==> src/rtl/sync_fifo_ext.sv <==
// Single-clock FIFO with occupancy count, programmable almost-full/almost-empty
// thresholds, selectable registered or first-word-fall-through read, and sticky error flags.
module sync_fifo_ext #(
   parameter int Width    = 8,
   parameter int Depth    = 512,
   parameter int FWFT     = 0,
   parameter int AFThresh = Depth - 4,
   parameter int AEThresh = 4
) (
   input  logic                     clk,
   input  logic                     reset,
   input  logic                     flush,
   input  logic                     WRreq,
   input  logic [Width-1:0]         WRdata,
   input  logic                     RDreq,
   input  logic                     ErrClr,
   output logic [Width-1:0]         RDdata,
   output logic                     RDvalid,
   output logic                     FIFOfull,
   output logic                     FIFOempty,
   output logic                     AlmostFull,
   output logic                     AlmostEmpty,
   output logic [$clog2(Depth):0]   Count,
   output logic                     Overflow,
   output logic                     Underflow
);

   localparam int AddrLines = $clog2(Depth);
   localparam logic [AddrLines:0] DEPTH_C = (AddrLines+1)'(Depth);
   localparam logic [AddrLines:0] AF_C    = (AddrLines+1)'(AFThresh);
   localparam logic [AddrLines:0] AE_C    = (AddrLines+1)'(AEThresh);

   logic [Width-1:0]     mem [Depth];
   logic [AddrLines-1:0] wr_ptr;
   logic [AddrLines-1:0] rd_ptr;
   logic [AddrLines:0]   count_q;
   logic                 wr_ok;
   logic                 rd_ok;
   logic                 ovf_set;
   logic                 unf_set;

   // Flags decode only registered state, so they never glitch within a cycle.
   assign FIFOfull    = (count_q == DEPTH_C);
   assign FIFOempty   = (count_q == '0);
   assign AlmostFull  = (count_q >= AF_C);
   assign AlmostEmpty = (count_q <= AE_C);
   assign Count       = count_q;

   assign wr_ok   = WRreq & ~FIFOfull  & ~flush;
   assign rd_ok   = RDreq & ~FIFOempty & ~flush;
   assign ovf_set = WRreq & FIFOfull  & ~flush;
   assign unf_set = RDreq & FIFOempty & ~flush;

   // Storage is never reset; only pointers and count define what is valid.
   always_ff @(posedge clk) begin
      if (wr_ok) begin
         mem[wr_ptr] <= WRdata;
      end
   end

   always_ff @(posedge clk or negedge reset) begin
      if (!reset) begin
         wr_ptr  <= '0;
         rd_ptr  <= '0;
         count_q <= '0;
      end else if (flush) begin
         wr_ptr  <= '0;
         rd_ptr  <= '0;
         count_q <= '0;
      end else begin
         if (wr_ok) begin
            wr_ptr <= wr_ptr + 1'b1;
         end
         if (rd_ok) begin
            rd_ptr <= rd_ptr + 1'b1;
         end
         case ({wr_ok, rd_ok})
            2'b10:   count_q <= count_q + 1'b1;
            2'b01:   count_q <= count_q - 1'b1;
            default: count_q <= count_q;
         endcase
      end
   end

   // A set in the same cycle as ErrClr wins so no error event is ever lost.
   always_ff @(posedge clk or negedge reset) begin
      if (!reset) begin
         Overflow  <= 1'b0;
         Underflow <= 1'b0;
      end else begin
         if (ovf_set) begin
            Overflow <= 1'b1;
         end else if (ErrClr) begin
            Overflow <= 1'b0;
         end
         if (unf_set) begin
            Underflow <= 1'b1;
         end else if (ErrClr) begin
            Underflow <= 1'b0;
         end
      end
   end

   generate
      if (FWFT != 0) begin : g_fwft
         assign RDdata  = mem[rd_ptr];
         assign RDvalid = ~FIFOempty;
      end else begin : g_std
         logic [Width-1:0] rd_data_p1;
         logic             rd_vld_p1;

         // Registered read stage: one cycle from the popping edge to the output.
         always_ff @(posedge clk or negedge reset) begin
            if (!reset) begin
               rd_data_p1 <= '0;
               rd_vld_p1  <= 1'b0;
            end else if (rd_ok) begin
               rd_data_p1 <= mem[rd_ptr];
               rd_vld_p1  <= 1'b1;
            end else begin
               rd_vld_p1  <= 1'b0;
            end
         end

         assign RDdata  = rd_data_p1;
         assign RDvalid = rd_vld_p1;
      end
   endgenerate

endmodule
==> config.mk <==
export PLATFORM = sky130hd
export DESIGN_NAME = sync_fifo_ext
export DESIGN_NICKNAME = d
export VERILOG_FILES = /design/src/rtl/sync_fifo_ext.sv
export SDC_FILE = /design/constraint.sdc
export NUM_CORES = 2
export LEC_CHECK = 0
export ABC_AREA = 1
export CAP_MARGIN = 10
export CORE_MARGIN = 2
export CORE_UTILIZATION = 30
export CTS_BUF_LIST = sky130_fd_sc_hd__clkbuf_8
export DETAILED_ROUTE_END_ITERATION = 10
export PLACE_DENSITY = 0.51
export SYNTH_ARGS = -nofsm -noshare
export SYNTH_HDL_FRONTEND = slang
export SYNTH_SLANG_ARGS = --single-unit
==> constraint.sdc <==
create_clock -name clk -period 2.8 [get_ports clk]
set_clock_uncertainty 0.1 [all_clocks]
set_input_delay 0.42 -clock clk [delete_from_list [all_inputs] [get_ports clk]]
set_output_delay 0.42 -clock clk [all_outputs]
set_load 0.02 [all_outputs]
Yosys cells after proc, flatten, opt, wreduce, memory -nomap -nowiden:

Memories as Yosys holds them, arrays and structs flattened. A register that Yosys moved wholly into a read port is not among the register bits.
Cells that the tools add are included.

* logic and storage cells: 46
* bits in registers: 31
* RAM bits: 4096
* output and inout port bits: 25
* memories kept: 1

* bitwise gates (word level): 11
* reductions and logical operators: 7
* equal/unequal tests: 3
* mux-type cells: 12
* $add $sub $neg: 4
* order comparisons: 2

Memory list
* mem: words 512, bits a word 8, rd ports 1, clocked after Yosys merged registers in 1, wr ports 1, line 33 `logic [Width-1:0] mem [Depth];`

Operators with widths (number)
* 2-to-1 mux 9 bit: 4
* case mux 10 bit (2 select lines): 1
* adder 9 x 1 -> 9 bit (second input constant): 2
* adder 10 x 1 -> 10 bit (second input constant): 1
* == test 10 bit (second input constant): 1
* greater-or-equal comparator 10 x 9 -> 1 bit (second input constant): 1
* less-or-equal comparator 10 x 3 -> 1 bit (second input constant): 1
* logical NOT 10 bit: 1
* 2-to-1 mux 10 bit: 1
* subtractor 10 x 1 -> 10 bit (second input constant): 1
* bitwise AND 1 bit: 8
* nonzero test 2 bit: 4
* 2-to-1 mux 1 bit: 6
* inverter 1 bit: 3
* nonzero test 3 bit: 1
* == test 2 x 1 -> 1 bit (second input constant): 1
* == test 2 bit (second input constant): 1
* logical NOT 1 bit: 1

Logic depth before layout (Yosys ltp):

* depth after elaboration: 7
* mapped depth: 22
* depth with buffers taken out: 19

Worst setup path after synthesis:

Ideal clock, no wire load.

* kind: register to register
* start point: register count_q[5] (netlist: Count[5])
* end point: memory mem[101][0] (enable)
* library setup time: 370 ps
* required time: 2330 ps
* slack: 177 ps
* cell stages (with the launch flop): 11
* period minus slack after synthesis: 2623 ps
* arrival time: 2153 ps
* path through: dfrtp_1 -> nor2_1 -> nand2_1 -> nor2_2 -> nand2_1 -> nand2_2 -> inv_1 -> clkbuf_1 -> nand4_1 -> clkbuf_1 -> nor2_1

* cells in the longest elaborated chain, start to end: 6

Ends and longest elaborated chain
* start, declared: line 36 `logic [AddrLines:0] count_q;`
* start signal, assigned: line 78 `2'b10: count_q <= count_q + 1'b1;`
* start signal, assigned: line 79 `2'b01: count_q <= count_q - 1'b1;`
* start signal, assigned: line 80 `default: count_q <= count_q;`
* == test 10 bit: line 43 `assign FIFOfull = (count_q == DEPTH_C);`
* inverter 1 bit: line 49 `assign wr_ok = WRreq & ~FIFOfull & ~flush;`
* bitwise AND 1 bit (2 in series): line 49
* 2-to-1 mux 1 bit: line 56 `if (wr_ok) begin`
* 2-to-1 mux 1 bit (implied by the code): line 57 `mem[wr_ptr] <= WRdata;`
* end, declared: line 33

Every way passes these cells.

==> metrics.csv <==
metric,value,unit
status,"complete, but fails checks",
failing checks,negative setup slack,
Psw,58.63,mW
layout cell share with drive strength beyond 1,0.1812,
end of the critical path,RDdata[0]$_DFFE_PN0P_,
Net Sw Frac,0.3421,
Detail Route met3 WL,40160,um
input/output buffers,38,
Synth top cells by count,"edfxtp_1 (4096), nand2_1 (3603), nand3_1 (2580)",
Placer Congestion,0.8459,
M1 WL,246100,um
Yosys top cell by area,edfxtp_1,
async set-reset flop share out of synthesis,0.009432,
Rel. slew slack,0.2796,
slowest library cell on the worst path,dfrtp_4,
max_cap viols,0,
Site Rows,276,
Yosys top cell area share,0.7249,
vias in the first global route,115900,
largest net degree at the start of global routing,103,
Critical Path Source Type,register,
"EDFF count, synth",4096,
WP buf/inv,5,
Leakage,76.47,nW
met2 WL,257200,um
period utilization,1.110,
"Top FF cell, synth",edfxtp_1,
crit-path cells,buf_12 -> buf_16 -> buf_6 -> bufbuf_16 -> nand3_1 -> nand3_1 -> nand3_1 -> nand2_1 -> nand2_1 -> nand2_1 -> inv_2 -> nand2_1 -> nand2_2 -> nand2_4 -> nor2_4 -> nand2_1 -> nand3_1 -> nand2_1,
worst vdd ir,505.4,uV
Netlist cell types,38,
most frequent cell after synthesis,edfxtp_1,
total CTS buffers,699,
Final Critical Period,3.109,ns
Max stage delay on crit path,0.59,ns
Area after DPL,191800,um^2
worst skew pair latency,1.32,ns
DRC Markers,0,
initial DRC count,12390,
fill count,54960,
initial antenna violation count,30,
num ports,39,
Flop pwr share,0.400,
Setup crit end kind,register,
"Seq/Total Area, Yosys",0.7306,
mean post-synth cell area,11.56,um^2
worst reg2reg path depth,18,
"Cell Count, Final, Fillers Out",24390,
Worst EP arrival,4.18,ns
Final WS setup,-0.3085,ns
Worst Hold Class,in -> reg,
top routing layer in use,met5,
Tot GR Track Use,0.1889,
post-synth net total,14690,
Clock Path Buffers,4,
drt total wl,560700,um
Pre-antenna DRT Iters,6,
Pwr Total,171.4,mW
Critical Path Start,rd_ptr[1]$_DFFE_PN0P_,
unrepaired setup endpoints after global routing,yes,
CORE AREA,564300,um^2
H-tree depth,6,
Place WS,-0.7270,ns
vias per cell,4.893,
Antenna Nets Post-Route,0,
critical path required time,3.87,ns
Inst Count DP,22960,
WP depth,18,
Sink Count,4135,
largest delay contributor family on the critical path,simple AND/OR/NAND/NOR gates,
Final setup viols,13,
Cells after Synth,14670,
CTS root buffer,clkbuf_8,
DIE HEIGHT,756.1,um
worst r2r src,rd_ptr[1]$_DFFE_PN0P_,
first-pass GRT wire length,806900,um
Final Hold Vio Count,0,
power per cell area,819.7,nW/um^2
Pins Over Slew Limit,0,
Comb power frac,0.306,
Clk network pwr share,0.293,
Max Clock Freq,321.7,MHz
Least-Margin Pin Slew,1.079,ns
fin util,0.3706,
"Warnings, synthesis",0,
R2R setup slack,-0.31,ns
grt total ovfl,0,
Area Growth Syn to Fin,23.24,%
via count,119300,
Yosys reg bits,4135,
clk slew on worst S/H paths,0.06,ns
"critical path fanouts, max",10,
fin nets,16330,
"top cells by area, synth","edfxtp_1 (72%), nand2_1 (8.0%), nand3_1 (7.6%), nor2_1 (3.9%), o21ai_0 (2.3%)",
Crit Path Class,reg -> reg,
FF-to-FF End,RDdata[0]$_DFFE_PN0P_,
fin area,209100,um^2
critical path's most frequent cell,nand2_1,
WL per Instance,22.99,um
Die Wd,756.1,um
HPWL Detailed,342600,um
P_int,112.8,mW
synthesized cell area,169700,um^2
CTS tree,built,
Initial Utilization,0.3007,
die area,571600,um^2
-- cell families (layout without fill, tap and decap cells) --
group,count (synthesis),after routing,share of synthesized area
AND/OR/NAND/NOR,7989,7989,0.1963
other,0,18,0
buffers and inverters,1393,3590,0.03577
flip-flops,4135,4135,0.7306
XOR/XNOR,5,5,0.0002581
AO/OA/AOI/OAI,1142,1142,0.03644
adder cells (fa/ha/maj),8,8,0.0005899
-- sequential cells by signal, summed over array words and instances, names as in the netlist --
name	count
wr_ptr	9
Underflow	1
RDdata	8
rd_ptr	9
Overflow	1
Count	10
RDvalid	1
mem	4096
-- power groups by stage --
stage,Sequential [mW],Clock (mW),Combinational (mW)
2_1_floorplan,69.8,0,24.8
3_3_place_gp,69.8,0,46.3
3_5_place_dp,69.8,0,46.3
4_1_cts,68.6,51.3,51.1
5_1_grt,68.6,53.9,56.6
6_report,68.6,50.3,52.5
-- routing by layer --
metal / global-route usage / vias up
met5: 0 / -
met4: 0.05585 / 6
met3: 0.02662 / 876
met2: 0.3021 / 4428
met1: 0.2673 / 59130
li1: - / 54910
-- per-stage QoR --
stage / TNS, ns / hold slack (ns)
3_5_place_dp: -164.38 / 0.4218
3_3_place_gp: -110.26 / 0.4120
4_1_cts: -2.983 / 0.005022
5_1_grt: -3.829 / 0.07002
2_1_floorplan: 0 / 0.02441
6_report: -2.535 / 0.1328
-- cells in the final DEF, fill, tap and decap left out, types with 16 or more instances in the layout --
cell type         n
edfxtp_1       4096
nand2_1        3478
nand3_1        2473
nor2_1         1740
buf_4          1418
o21ai_0         732
clkbuf_8        704
inv_1           622
buf_12          280
clkinv_1        196
o211ai_1        162
a21oi_1         126
nand3_2          98
nand2_2          96
o21ai_1          64
clkinv_2         62
buf_16           56
buf_6            52
nand2_4          31
dfrtp_1          26
bufbuf_16        26
o22ai_1          25
dlygate4sd3_1    20
nor2_4           19
inv_2            19
diode_2          18
nor2_2           18
buf_8            16
-- cell type report --
type | instances | area [um^2] | share of cell area
multi-input combinational | 9144 | 41090 | 0.1965
tap | 7506 | 9392 | 0.04491
inverter | 415 | 1624 | 0.007766
clock buffer | 704 | 9689 | 0.04634
sequential | 4135 | 124000 | 0.5930
antenna | 18 | 45.04 | 0.0002154
timing repair inverter | 3 | 36.28 | 0.0001735
timing repair buffer | 1907 | 20240 | 0.09677
clock inverter | 561 | 2993 | 0.01431
-- how the worst min path moves through the flow --
stage | from | end | depth (start not counted)
2_1_floorplan | reset | Count[0]$_DFFE_PN0P_ | 0
3_3_place_gp | Overflow$_DFFE_PN0P_ | Overflow$_DFFE_PN0P_ | 2
3_5_place_dp | Overflow$_DFFE_PN0P_ | Overflow$_DFFE_PN0P_ | 2
4_1_cts | WRdata[0] | mem[201][0]$_DFFE_PP_ | 2
5_1_grt | WRdata[0] | mem[201][0]$_DFFE_PP_ | 2
6_report | WRdata[2] | mem[68][2]$_DFFE_PP_ | 2
-- what timing repair did --
action,4_1_cts,5_1_grt
pin swaps,71,40
setup buffers,70,11
gates cloned,40,13
endpoints found under the hold margin,4149,0
setup endpoints to repair,96,37
hold buffers,21,0
gates resized for setup,498,149
Power figures use the tool's default switching activity.
